**src/rtl/bus_arb_pkg.sv**
```systemverilog
// Shared definitions for the round-robin tri-state bus arbiter.
// Holds the FSM state encoding and the width helper used by the top and the picker.
package bus_arb_pkg;

    typedef enum logic [1:0] {
        StIdle       = 2'd0,
        StGrant      = 2'd1,
        StTurnaround = 2'd2
    } arb_state_e;

    // Index width for n requesters; never zero so a 1-bit field always exists.
    function automatic int unsigned id_width(input int unsigned n);
        return (n > 1) ? $clog2(n) : 1;
    endfunction

endpackage

```
**src/rtl/rr_pick.sv**
```systemverilog
// Round-robin picker: first eligible requester searching upward from ptr_i, wrapping.
// Rotates the request vector by the pointer, applies fixed priority, then rotates back.
module rr_pick
    import bus_arb_pkg::*;
#(
    parameter int unsigned N_REQ = 4,
    localparam int unsigned ID_W = id_width(N_REQ)
) (
    input  logic [N_REQ-1:0] eligible_i,
    input  logic [ID_W-1:0]  ptr_i,
    output logic             valid_o,
    output logic [ID_W-1:0]  idx_o
);

    localparam logic [ID_W:0] NReqW = (ID_W + 1)'(N_REQ);

    logic [N_REQ-1:0] rot;
    logic [ID_W-1:0]  first;
    logic [ID_W:0]    src;
    logic [ID_W:0]    sum;

    always_comb begin
        rot   = '0;
        first = '0;
        src   = '0;
        sum   = '0;

        // rot[i] is the requester i positions above the pointer.
        for (int i = 0; i < N_REQ; i++) begin
            src = {1'b0, ID_W'(i)} + {1'b0, ptr_i};
            if (src >= NReqW) begin
                src = src - NReqW;
            end
            rot[i] = eligible_i[src[ID_W-1:0]];
        end

        for (int i = N_REQ - 1; i >= 0; i--) begin
            if (rot[i]) begin
                first = ID_W'(i);
            end
        end

        sum = {1'b0, first} + {1'b0, ptr_i};
        if (sum >= NReqW) begin
            sum = sum - NReqW;
        end

        valid_o = |eligible_i;
        idx_o   = sum[ID_W-1:0];
    end

endmodule

```
**src/rtl/bus_arbiter_rr.sv**
```systemverilog
// Round-robin arbiter driving tri-state buffer enables, with turnaround gaps between
// owners and a hold limit that forces release and blocks the owner until it drops req.
module bus_arbiter_rr
    import bus_arb_pkg::*;
#(
    parameter int unsigned N_REQ     = 4,
    parameter int unsigned TA_CYCLES = 1,
    parameter int unsigned MAX_HOLD  = 16
) (
    input  logic                          clk,
    input  logic                          rst,
    input  logic [N_REQ-1:0]              req,
    output logic [N_REQ-1:0]              gnt,
    output logic [id_width(N_REQ)-1:0]    owner_id,
    output logic                          bus_busy,
    output logic                          timeout
);

    localparam int unsigned ID_W   = id_width(N_REQ);
    localparam int unsigned HOLD_W = $clog2(MAX_HOLD + 1);
    localparam int unsigned TA_W   = (TA_CYCLES > 1) ? $clog2(TA_CYCLES) : 1;

    arb_state_e       state_q, state_d;
    logic [ID_W-1:0]  ptr_q, ptr_d;
    logic [HOLD_W-1:0] hold_q, hold_d;
    logic [TA_W-1:0]  ta_q, ta_d;
    logic [N_REQ-1:0] mask_q, mask_d;
    logic [N_REQ-1:0] gnt_q, gnt_d;
    logic [ID_W-1:0]  owner_q, owner_d;
    logic             busy_q, busy_d;
    logic             timeout_q, timeout_d;

    logic             pick_valid;
    logic [ID_W-1:0]  pick_idx;
    logic             release_bus;

    rr_pick #(
        .N_REQ (N_REQ)
    ) u_rr_pick (
        .eligible_i (req & ~mask_q),
        .ptr_i      (ptr_q),
        .valid_o    (pick_valid),
        .idx_o      (pick_idx)
    );

    always_comb begin
        state_d     = state_q;
        ptr_d       = ptr_q;
        hold_d      = hold_q;
        ta_d        = ta_q;
        mask_d      = mask_q & req;
        gnt_d       = gnt_q;
        owner_d     = owner_q;
        busy_d      = busy_q;
        timeout_d   = 1'b0;
        release_bus = 1'b0;

        unique case (state_q)
            StIdle: begin
                if (pick_valid) begin
                    gnt_d   = N_REQ'(1) << pick_idx;
                    owner_d = pick_idx;
                    busy_d  = 1'b1;
                    hold_d  = HOLD_W'(1);
                    state_d = StGrant;
                end
            end
            StGrant: begin
                // A voluntary drop wins over the hold limit: no timeout, no block.
                if (!req[owner_q]) begin
                    release_bus = 1'b1;
                end else if (hold_q == HOLD_W'(MAX_HOLD)) begin
                    release_bus      = 1'b1;
                    timeout_d        = 1'b1;
                    mask_d[owner_q]  = 1'b1;
                end else begin
                    hold_d = hold_q + HOLD_W'(1);
                end
            end
            StTurnaround: begin
                if (ta_q == TA_W'(TA_CYCLES - 1)) begin
                    state_d = StIdle;
                end else begin
                    ta_d = ta_q + TA_W'(1);
                end
            end
            default: begin
                state_d = StIdle;
            end
        endcase

        if (release_bus) begin
            gnt_d   = '0;
            busy_d  = 1'b0;
            ptr_d   = (owner_q == ID_W'(N_REQ - 1)) ? '0 : owner_q + ID_W'(1);
            ta_d    = '0;
            state_d = StTurnaround;
        end
    end

    always_ff @(posedge clk) begin
        if (rst) begin
            state_q   <= StIdle;
            ptr_q     <= '0;
            hold_q    <= '0;
            ta_q      <= '0;
            mask_q    <= '0;
            gnt_q     <= '0;
            owner_q   <= '0;
            busy_q    <= 1'b0;
            timeout_q <= 1'b0;
        end else begin
            state_q   <= state_d;
            ptr_q     <= ptr_d;
            hold_q    <= hold_d;
            ta_q      <= ta_d;
            mask_q    <= mask_d;
            gnt_q     <= gnt_d;
            owner_q   <= owner_d;
            busy_q    <= busy_d;
            timeout_q <= timeout_d;
        end
    end

    assign gnt      = gnt_q;
    assign owner_id = owner_q;
    assign bus_busy = busy_q;
    assign timeout  = timeout_q;

    // Contention guard on the tri-state enables.
    assert property (@(posedge clk) $onehot0(gnt_q));
    assert property (@(posedge clk) busy_q == (|gnt_q));

endmodule

```
**config.mk**
```make
export PLATFORM = sky130hd
export DESIGN_NAME = bus_arbiter_rr
export DESIGN_NICKNAME = d
export VERILOG_FILES = /design/src/rtl/bus_arb_pkg.sv /design/src/rtl/rr_pick.sv /design/src/rtl/bus_arbiter_rr.sv
export SDC_FILE = /design/constraint.sdc
export NUM_CORES = 1
export LEC_CHECK = 0
export ABC_AREA = 1
export BUFFER_PORTS_ARGS = -buffer_cell sky130_fd_sc_hd__buf_2
export CORE_MARGIN = 3
export CORE_UTILIZATION = 50
export DETAILED_ROUTE_END_ITERATION = 8
export GPL_TIMING_DRIVEN = 1
export HOLD_SLACK_MARGIN = 0.02
export PLACE_DENSITY = 0.75
export SKIP_CTS_REPAIR_TIMING = 1
export SYNTH_ARGS = -nofsm -noshare
export SYNTH_HDL_FRONTEND = slang
export SYNTH_SLANG_ARGS = --single-unit
```
**constraint.sdc**
```tcl
create_clock -name clk -period 1.72 [get_ports clk]
set_input_delay 0.172 -clock clk [delete_from_list [all_inputs] [get_ports clk]]
set_output_delay 0.172 -clock clk [all_outputs]
set_load 0.01 [all_outputs]
```
==> impl_metrics.env, run 1 <==
export IMPL_run_status="finished, violations left"
export IMPL_failing_checks="negative setup slack"
export IMPL_final_layout_size_suffix_gt1_share_pct=25.1
export IMPL_critical_path_max_stage_delay_ns=0.39
export IMPL_worstMarginPinSlew_ns=0.255
export IMPL_slew_limit_headroom_pct=83.0
export IMPL_buffer_ports_inserted=13
export IMPL_post_drt_via_cell_ratio=5.32
export IMPL_clock_latency_ns=0.30
export IMPL_cts_sink_count=21
export IMPL_initial_core_util_pct=54.8
export IMPL_number_of_synthesized_register_bits=21
export IMPL_cts_tree="done"
export IMPL_mostFrequentLayoutCell="sky130_fd_sc_hd__nand2_1"
export IMPL_ctsRootBufferMaster="sky130_fd_sc_hd__clkbuf_4"
export IMPL_ys_types=21
export IMPL_layout_common_cells="sky130_fd_sc_hd__nand2_1, sky130_fd_sc_hd__inv_1, sky130_fd_sc_hd__dfxtp_1"
export IMPL_worstPathArrival_ns=2.11
export IMPL_final_cell_area_um2=1370
export IMPL_fin_worst_skew_ns=0.00101
export IMPL_final_setup_viol_count=5
export IMPL_globalRouteTotalUtil_pct=19.5
export IMPL_upper_clock_frequency_limit_mhz=535
export IMPL_endpoint_kind="flip-flop"
export IMPL_placed_area_um2=1270
export IMPL_p_total_mw=2.09
export IMPL_critical_path_top_cell_by_count="sky130_fd_sc_hd__nand2_2"
export IMPL_coreArea_um2=2040
export IMPL_drt_first_iter_violations=28
export IMPL_footprint_of_the_flip_flops_and_latches_um2=428
export IMPL_worstReg2RegStart="ptr_q[0]"
export IMPL_regToRegEndpoint="gnt[1]"
export IMPL_io_pins=14
export IMPL_worst_path_buf_inv=4
export IMPL_route_vias_total=1138
export IMPL_grt_overflow_total=0
export IMPL_drc_errors=0
export IMPL_drv_cap=0
export IMPL_gp_routability_congestion=0.871
export IMPL_worst_path_dominant_cell_family="simple AND/OR/NAND/NOR gates"
export IMPL_dp_final_hpwl_mm=2.01
export IMPL_power_density_nw_per_um2=1520
export IMPL_timing_critical_path_required_ns=1.96
export IMPL_worstSetupEndpoint="gnt[1]"
export IMPL_final_antenna_net_count=0
export IMPL_routedWlPerCell_um=12.3
export IMPL_synth_area_per_cell_um2=6.96
export IMPL_total_number_of_placement_rows=16
export IMPL_setup_total_negative_slack_ns=-0.613
export IMPL_static_leakage_nw=0.657
export IMPL_cts_h_tree_depth=1
export IMPL_netlist_instances=161
export IMPL_clock_tree_buffer_depth=2
export IMPL_worst_setup_path_startpoint="ptr_q[0]"
export IMPL_fp_dieH_um=53.3
export IMPL_nFillCells=209
export IMPL_post_route_util_pct=67.0
export IMPL_cp_num_cells=16
export IMPL_ir_worst_vdd_mv=0.812
export IMPL_hold_violations=0
export IMPL_worst_r2r_path_depth=16
export IMPL_mappedNetlistNets=174
export IMPL_timing_hold_worst_class="in2reg"
export IMPL_slowest_stage_cell_on_the_critical_path="sky130_fd_sc_hd__dfxtp_4"
export IMPL_n_antenna_cell=0
export IMPL_synth_seq_area_share_pct=37.5
export IMPL_mappedNetlistArea_um2=1120
export IMPL_first_global_vias=1032
export IMPL_grt_setup_unrepaired="true"
export IMPL_layout_setup_ws_ns=-0.150
export IMPL_die_boundary_width_um=53.3
export IMPL_detail_route_wirelength_mm=2.64
export IMPL_final_nets=201
export IMPL_internal_reg_to_reg_setup_slack_ns=-0.15
export IMPL_ys_warn_count=0
export IMPL_grt_start_max_net_pins=12
export IMPL_area_growth_syn_to_layout_pct=22.2
export IMPL_finalMaxSlewViolations=0
export IMPL_critPathMaxFanout=7
export IMPL_timing_final_crit_share_pct=109
export IMPL_numCtsBuffers=3
export IMPL_first_pass_grt_wire_length_mm=4.16
export IMPL_critical_path_class="reg2reg"
export IMPL_finalWorstPathRequiredPeriod_ns=1.87
export IMPL_worst_setup_hold_path_clk_slew_ns=0.11
export IMPL_die_area_um2=2840
export IMPL_worst_setup_path_start_kind="flip-flop"
export IMPL_area_of_combinational_cells_with_multiple_inputs_um2=648
export IMPL_cell_chain_of_the_critical_path="inv_4 -> nand2_2 -> nand2_2 -> inv_2 -> nand2_1 -> nand2_1 -> a31oi_1 -> nor2_1 -> ha_2 -> xor2_2 -> inv_1 -> nand3_2 -> nand2_4 -> inv_2 -> nand2_2 -> a21oi_2"
export IMPL_antenna_found_initial=0
export IMPL_drt_pre_antenna_iters=4
==> report_power, final <==
part	leakage [nW]	switching [mW]	internal [mW]
logic	0.468	0.681	0.459
registers	0.174	0.111	0.603
clock network	0.0150	0.142	0.0903
total	0.657	0.935	1.15
==> final cells by class <==
cell class,count,share of cell area [%]
Multi-Input combinational cell,115,47.3
Clock buffer,4,1.92
Tap cell,27,2.47
Sequential cell,21,31.3
Inverter,24,6.76
Timing Repair Buffer,23,10.2
==> layer usage <==
layer,vias up,part of all wire (%),GRT usage (%)
li1,577,-,-
met1,541,46,24.6
met2,15,51,34.3
met3,5,2.0,1.69
met4,0,1.1,6.38
met5,-,0,0
==> sequential cells by signal, indices dropped and copies added, names as in the netlist <==
register	count
mask_q	4
timeout	1
bus_busy	1
owner_id	2
state_q	2
hold_q	5
ptr_q	2
gnt	4
==> Yosys cell counts <==
cell type,n,area (µm²)
sky130_fd_sc_hd__nand2_1,45,169
sky130_fd_sc_hd__dfxtp_1,21,420
sky130_fd_sc_hd__inv_1,20,75.1
sky130_fd_sc_hd__nand3_1,19,95.1
sky130_fd_sc_hd__nor2_1,14,52.6
sky130_fd_sc_hd__a21oi_1,9,45.0
sky130_fd_sc_hd__ha_1,7,87.6
sky130_fd_sc_hd__a32o_1,4,40.0
sky130_fd_sc_hd__inv_2,4,15.0
sky130_fd_sc_hd__a211oi_1,2,15.0
sky130_fd_sc_hd__a31oi_1,2,12.5
sky130_fd_sc_hd__nand2_2,2,12.5
sky130_fd_sc_hd__nand4_1,2,12.5
sky130_fd_sc_hd__o21ai_0,2,10.0
sky130_fd_sc_hd__xor2_1,2,17.5
sky130_fd_sc_hd__and3_1,1,6.26
sky130_fd_sc_hd__buf_2,1,5.00
sky130_fd_sc_hd__nor2_2,1,6.26
sky130_fd_sc_hd__nor3_1,1,5.00
sky130_fd_sc_hd__o32ai_1,1,8.76
sky130_fd_sc_hd__xnor2_1,1,8.76
==> how the worst min path moves through the flow <==
stage / startpoint / to / slack, ns / depth (start not counted)
2_1_floorplan: rst / hold_q[4] / 0.24 / 1
6_report: rst / hold_q[4] / 0.13 / 2
3_3_place_gp: rst / owner_id[1] / 0.44 / 2
5_1_grt: rst / owner_id[1] / 0.13 / 2
3_5_place_dp: rst / owner_id[1] / 0.45 / 2
4_1_cts: rst / owner_id[1] / 0.12 / 2
==> metrics by stage <==
step           cells  setup WS [ns]  hold WS, ns
2_1_floorplan    161         0.0108        0.241
3_3_place_gp     208        -0.0514        0.442
3_5_place_dp     208         -0.127        0.447
4_1_cts          212         -0.163        0.122
5_1_grt          214         -0.319        0.126
6_report         214         -0.150        0.127
==> cells by family after synthesis <==
kind of cell,synth area share [%]
flip-flops,37.5
XOR/XNOR,2.35
AND/OR/NAND/NOR,32.1
adder cells (fa/ha/maj),7.82
buffers and inverters,8.49
AO/OA/AOI/OAI,11.7
Power figures use the tool's default switching activity.
==> inputs of run 2 (changes only) <==
- MAX_ROUTING_LAYER: not set -> met4
==> impl_metrics.env, run 2 (same netlist as run 1, synthesis figures left out) <==
export IMPL_run_status="finished, violations left"
export IMPL_failing_checks="negative setup slack"
export IMPL_finalWorstPathRequiredPeriod_ns=1.87
export IMPL_first_global_vias=1031
export IMPL_finalMaxSlewViolations=0
export IMPL_post_drt_via_cell_ratio=5.33
export IMPL_cts_sink_count=21
export IMPL_initial_core_util_pct=54.8
export IMPL_worst_setup_path_start_kind="flip-flop"
export IMPL_cts_tree="done"
export IMPL_n_antenna_cell=0
export IMPL_worst_path_dominant_cell_family="simple AND/OR/NAND/NOR gates"
export IMPL_cp_num_cells=16
export IMPL_worst_r2r_path_depth=16
export IMPL_ir_worst_vdd_mv=0.812
export IMPL_first_pass_grt_wire_length_mm=4.16
export IMPL_internal_reg_to_reg_setup_slack_ns=-0.15
export IMPL_slowest_stage_cell_on_the_critical_path="sky130_fd_sc_hd__dfxtp_4"
export IMPL_worstPathArrival_ns=2.11
export IMPL_globalRouteTotalUtil_pct=20.0
export IMPL_coreArea_um2=2040
export IMPL_largest_register_ffs=5
export IMPL_upper_clock_frequency_limit_mhz=534
export IMPL_clock_latency_ns=0.30
export IMPL_total_number_of_placement_rows=16
export IMPL_timing_final_crit_share_pct=109
export IMPL_die_boundary_width_um=53.3
export IMPL_fin_worst_skew_ns=0.000762
export IMPL_largest_register="hold_q"
export IMPL_worstSetupEndpoint="gnt[1]"
export IMPL_cell_chain_of_the_critical_path="inv_4 -> nand2_2 -> nand2_2 -> inv_2 -> nand2_1 -> nand2_1 -> a31oi_1 -> nor2_1 -> ha_2 -> xor2_2 -> inv_1 -> nand3_2 -> nand2_4 -> inv_2 -> nand2_2 -> a21oi_2"
export IMPL_fp_dieH_um=53.3
export IMPL_critical_path_max_stage_delay_ns=0.39
export IMPL_die_area_um2=2840
export IMPL_critPathMaxFanout=7
export IMPL_cts_h_tree_depth=1
export IMPL_worst_path_buf_inv=4
export IMPL_final_layout_size_suffix_gt1_share_pct=25.1
export IMPL_clock_tree_buffer_depth=2
export IMPL_detail_route_wirelength_mm=2.64
export IMPL_layout_setup_ws_ns=-0.152
export IMPL_area_growth_syn_to_layout_pct=22.2
export IMPL_worst_setup_path_startpoint="ptr_q[0]"
export IMPL_timing_critical_path_required_ns=1.96
export IMPL_antenna_found_initial=0
export IMPL_critical_path_class="reg2reg"
export IMPL_final_antenna_net_count=0
export IMPL_dp_final_hpwl_mm=2.01
export IMPL_numCtsBuffers=3
export IMPL_drc_errors=0
export IMPL_regToRegEndpoint="gnt[1]"
export IMPL_post_route_util_pct=67.0
export IMPL_grt_overflow_total=0
export IMPL_worstMarginPinSlew_ns=0.255
export IMPL_timing_hold_worst_class="in2reg"
export IMPL_nFillCells=209
export IMPL_grt_start_max_net_pins=12
export IMPL_routedWlPerCell_um=12.3
export IMPL_critical_path_top_cell_by_count="sky130_fd_sc_hd__nand2_2"
export IMPL_endpoint_kind="flip-flop"
export IMPL_slew_limit_headroom_pct=83.0
export IMPL_ctsRootBufferMaster="sky130_fd_sc_hd__clkbuf_4"
export IMPL_gp_routability_congestion=0.885
export IMPL_worst_setup_hold_path_clk_slew_ns=0.11
export IMPL_power_density_nw_per_um2=1520
export IMPL_whs_ns=0.126
export IMPL_drt_pre_antenna_iters=4
export IMPL_layout_common_cells="sky130_fd_sc_hd__nand2_1, sky130_fd_sc_hd__inv_1, sky130_fd_sc_hd__dfxtp_1"
export IMPL_drt_first_iter_violations=27
export IMPL_grt_setup_unrepaired="true"
export IMPL_hold_violations=0
export IMPL_route_vias_total=1141
export IMPL_drv_cap=0
export IMPL_static_leakage_nw=0.657
export IMPL_final_nets=201
export IMPL_final_setup_viol_count=5
export IMPL_io_pins=14
export IMPL_buffer_ports_inserted=13
export IMPL_worstReg2RegStart="ptr_q[0]"
export IMPL_mostFrequentLayoutCell="sky130_fd_sc_hd__nand2_1"
-- run 2: cell counts in the layout (fill, tap and decap cells not counted) --
No cell type changed its count.
-- run 2: area by class of cell --
type	count	area (µm²)	area share, %
clock buffers	4	26.3	1.92
inverters	24	92.6	6.76
multi-input cells	115	648	47.3
flip-flops and latches	21	428	31.3
well taps	27	33.8	2.47
repair buffers	23	140	10.2
-- run 2: worst min-delay path by stage --
stage / startpoint / end / depth (start not counted) / slack [ns]
floorplan: rst / hold_q[4] / 1 / 0.24
detailed placement: rst / owner_id[1] / 2 / 0.45
CTS: rst / owner_id[1] / 2 / 0.12
global placement: rst / owner_id[1] / 2 / 0.44
finish: rst / hold_q[4] / 2 / 0.13
global route: rst / owner_id[1] / 2 / 0.13
-- run 2: through the flow --
step                      cells  setup TNS, ns  instance area (µm²)  power, mW  worst slack [ns]
after floorplan             161              0                 1120       1.40            0.0108
after global placement      208         -0.139                 1270       1.70           -0.0514
after detailed placement    208         -0.348                 1270       1.74            -0.127
after CTS                   212         -0.521                 1300       1.98            -0.163
after global routing        214          -1.43                 1370       2.27            -0.319
final                       214         -0.614                 1370       2.09            -0.152
-- run 2: worst reg2reg max path, cell delays in order (launching register included) --
cell,delay [ns]
sky130_fd_sc_hd__dfxtp_4,0.39
sky130_fd_sc_hd__inv_4,0.09
sky130_fd_sc_hd__nand2_2,0.05
sky130_fd_sc_hd__nand2_2,0.09
sky130_fd_sc_hd__inv_2,0.04
sky130_fd_sc_hd__nand2_1,0.05
sky130_fd_sc_hd__nand2_1,0.06
sky130_fd_sc_hd__a31oi_1,0.14
sky130_fd_sc_hd__nor2_1,0.07
sky130_fd_sc_hd__ha_2,0.20
sky130_fd_sc_hd__xor2_2,0.17
sky130_fd_sc_hd__inv_1,0.07
sky130_fd_sc_hd__nand3_2,0.09
sky130_fd_sc_hd__nand2_4,0.06
sky130_fd_sc_hd__inv_2,0.06
sky130_fd_sc_hd__nand2_2,0.05
sky130_fd_sc_hd__a21oi_2,0.14
-- run 2: routing by layer --
metal	GRT usage, %	share of wire [%]
met1	24.6	45
met2	34.3	51
met3	1.69	2.1
met4	6.38	1.1
met5	-	0
-- run 2: power breakdown --
group          total (mW)  internal, mW  switching, mW
Combinational        1.14         0.459          0.680
Sequential          0.714         0.603          0.111
Clock               0.233        0.0903          0.143
Total                2.09          1.15          0.934
==> inputs of run 3 (changes only) <==
- BUFFER_PORTS_ARGS: -buffer_cell sky130_fd_sc_hd__buf_2 -> not set
- CORE_UTILIZATION: 50 -> 55
- DONT_BUFFER_PORTS: not set -> 1
==> impl_metrics.env, run 3 (same netlist as run 1, synthesis figures left out) <==
export IMPL_run_status="finished, violations left"
export IMPL_failing_checks="negative setup slack"
export IMPL_fin_worst_skew_ns=0.000768
export IMPL_grt_setup_unrepaired="true"
export IMPL_coreArea_um2=1820
export IMPL_endpoint_kind="flip-flop"
export IMPL_drc_errors=0
export IMPL_detail_route_wirelength_mm=2.78
export IMPL_cts_sink_count=21
export IMPL_worst_path_dominant_cell_family="simple AND/OR/NAND/NOR gates"
export IMPL_die_area_um2=2610
export IMPL_antenna_found_initial=0
export IMPL_p_total_mw=2.09
export IMPL_route_vias_total=1118
export IMPL_internal_reg_to_reg_setup_slack_ns=-0.25
export IMPL_share_seq_of_total_power_pct=35.5
export IMPL_finalWorstPathRequiredPeriod_ns=1.97
export IMPL_largest_register="hold_q"
export IMPL_net_switching_power_uw=952
export IMPL_pre_cts_slack_ns=-0.0961
export IMPL_power_internal_mw=1.14
export IMPL_critPathMaxFanout=7
export IMPL_finalMaxSlewViolations=0
export IMPL_part_of_the_total_power_dissipated_in_combinational_logic_pct=53.3
export IMPL_worstSetupEndpoint="gnt[1]"
export IMPL_drt_first_iter_violations=35
export IMPL_slowest_stage_cell_on_the_critical_path="sky130_fd_sc_hd__dfxtp_4"
export IMPL_area_growth_syn_to_layout_pct=21.9
export IMPL_clock_latency_ns=0.30
export IMPL_worstPathArrival_ns=2.22
export IMPL_worst_setup_hold_path_clk_slew_ns=0.11
export IMPL_grt_overflow_total=0
export IMPL_worst_path_buf_inv=3
export IMPL_dp_final_hpwl_mm=1.89
export IMPL_timing_hold_worst_class="in2reg"
export IMPL_cts_h_tree_depth=1
export IMPL_mostFrequentLayoutCell="sky130_fd_sc_hd__nand2_1"
export IMPL_cts_tree="done"
export IMPL_worst_r2r_path_depth=14
export IMPL_total_number_of_placement_rows=15
export IMPL_gp_routability_congestion=0.850
export IMPL_critical_path_max_stage_delay_ns=0.39
export IMPL_ctsRootBufferMaster="sky130_fd_sc_hd__clkbuf_4"
export IMPL_numCtsBuffers=3
export IMPL_regToRegEndpoint="gnt[1]"
export IMPL_cp_num_cells=14
export IMPL_final_antenna_net_count=0
export IMPL_post_drt_via_cell_ratio=5.45
export IMPL_initial_core_util_pct=61.5
export IMPL_die_boundary_width_um=51.1
export IMPL_clock_tree_buffer_depth=2
export IMPL_n_antenna_cell=0
export IMPL_first_pass_grt_wire_length_mm=4.30
export IMPL_slew_limit_headroom_pct=79.5
export IMPL_grt_start_max_net_pins=12
export IMPL_globalRouteTotalUtil_pct=22.4
export IMPL_layout_setup_ws_ns=-0.248
export IMPL_critical_path_top_cell_by_count="sky130_fd_sc_hd__nand2_2"
export IMPL_final_nets=194
export IMPL_sw_frac_of_total_pct=45.5
export IMPL_nFillCells=153
export IMPL_hold_violations=0
export IMPL_io_pins=14
export IMPL_power_density_nw_per_um2=1530
export IMPL_timing_critical_path_required_ns=1.97
export IMPL_drv_cap=0
export IMPL_buffer_ports_inserted=0
export IMPL_worst_setup_path_start_kind="flip-flop"
export IMPL_layout_common_cells="sky130_fd_sc_hd__nand2_1, sky130_fd_sc_hd__dfxtp_1, sky130_fd_sc_hd__inv_1"
export IMPL_fp_dieH_um=51.1
export IMPL_final_layout_size_suffix_gt1_share_pct=22.2
export IMPL_clock_power_share_pct=11.2
export IMPL_static_leakage_nw=0.623
export IMPL_worstMarginPinSlew_ns=0.307
export IMPL_largest_register_ffs=5
export IMPL_final_setup_viol_count=5
export IMPL_ir_worst_vdd_mv=1.06
export IMPL_timing_final_crit_share_pct=114
export IMPL_first_global_vias=1055
export IMPL_worstReg2RegStart="ptr_q[0]"
export IMPL_critical_path_class="reg2reg"
export IMPL_drt_pre_antenna_iters=4
export IMPL_worst_setup_path_startpoint="ptr_q[0]"
export IMPL_routedWlPerCell_um=13.5
export IMPL_cell_chain_of_the_critical_path="inv_4 -> nand2_2 -> nand2_2 -> nand3_1 -> a31oi_1 -> nor2_1 -> ha_2 -> xor2_2 -> inv_1 -> nand3_1 -> nand2_2 -> inv_2 -> nand2_2 -> a21oi_2"
export IMPL_upper_clock_frequency_limit_mhz=508
## run 3: changes by cell type in the layout (fill, tap and decap cells not counted), moves of 3 or more
cell and change:
sky130_fd_sc_hd__buf_2 -13, sky130_fd_sc_hd__nand2_1 -3, sky130_fd_sc_hd__nand2_2 +4, sky130_fd_sc_hd__dlygate4sd3_1 +5
## run 3: through the flow
stage               instances  cell area, µm²  TNS (ns)  hold slack, ns  utilization (%)
CTS                       199            1250    -0.570         -0.0901             68.6
global route              205            1370     -1.69          0.0316             75.0
global placement          195            1220    -0.175           0.243             67.1
finish                    205            1370     -1.16          0.0407             75.0
detailed placement        195            1220    -0.365           0.245             67.1
floorplan                 161            1120         0           0.241                -
## run 3: worst min-delay path by stage
| stage | startpoint | end | slack (ns) | cells past startpoint |
|---|---|---|---|---|
| after global routing | rst | hold_q[3] | 0.03 | 3 |
| after global placement | rst | owner_id[1] | 0.24 | 1 |
| after floorplan | rst | hold_q[4] | 0.24 | 1 |
| after CTS | rst | hold_q[4] | -0.09 | 1 |
| final | rst | hold_q[3] | 0.04 | 3 |
| after detailed placement | rst | owner_id[1] | 0.24 | 1 |
## run 3: per-layer routing
layer,track usage [%],vias up,routed length (µm)
met4,11.7,0,93
li1,-,565,-
met5,-,-,0
met3,7.29,13,169
met1,26.0,503,1190
met2,34.3,37,1320
## run 3: power groups by stage
stage | sequential, mW | combinational [mW] | clock, mW
2_1_floorplan | 0.724 | 0.680 | 0
5_1_grt | 0.756 | 1.26 | 0.258
4_1_cts | 0.729 | 0.965 | 0.244
3_5_place_dp | 0.740 | 0.957 | 0
3_3_place_gp | 0.735 | 0.931 | 0
6_report | 0.743 | 1.11 | 0.235
## run 3: worst reg2reg max path: stages (launching register included)
cell and delay (ns):
sky130_fd_sc_hd__dfxtp_4 0.39, sky130_fd_sc_hd__inv_4 0.09, sky130_fd_sc_hd__nand2_2 0.06, sky130_fd_sc_hd__nand2_2 0.09
sky130_fd_sc_hd__nand3_1 0.13, sky130_fd_sc_hd__a31oi_1 0.25, sky130_fd_sc_hd__nor2_1 0.08, sky130_fd_sc_hd__ha_2 0.20
sky130_fd_sc_hd__xor2_2 0.17, sky130_fd_sc_hd__inv_1 0.05, sky130_fd_sc_hd__nand3_1 0.09, sky130_fd_sc_hd__nand2_2 0.09
sky130_fd_sc_hd__inv_2 0.07, sky130_fd_sc_hd__nand2_2 0.05, sky130_fd_sc_hd__a21oi_2 0.12
## run 3: layout make-up
class / instances / area, µm² / area share (%)
Inverter: 24 / 92.6 / 6.78
Multi-Input combinational cell: 115 / 653 / 47.8
Sequential cell: 21 / 429 / 31.4
Tap cell: 25 / 31.3 / 2.29
Clock buffer: 4 / 26.3 / 1.92
Timing Repair Buffer: 16 / 133 / 9.72
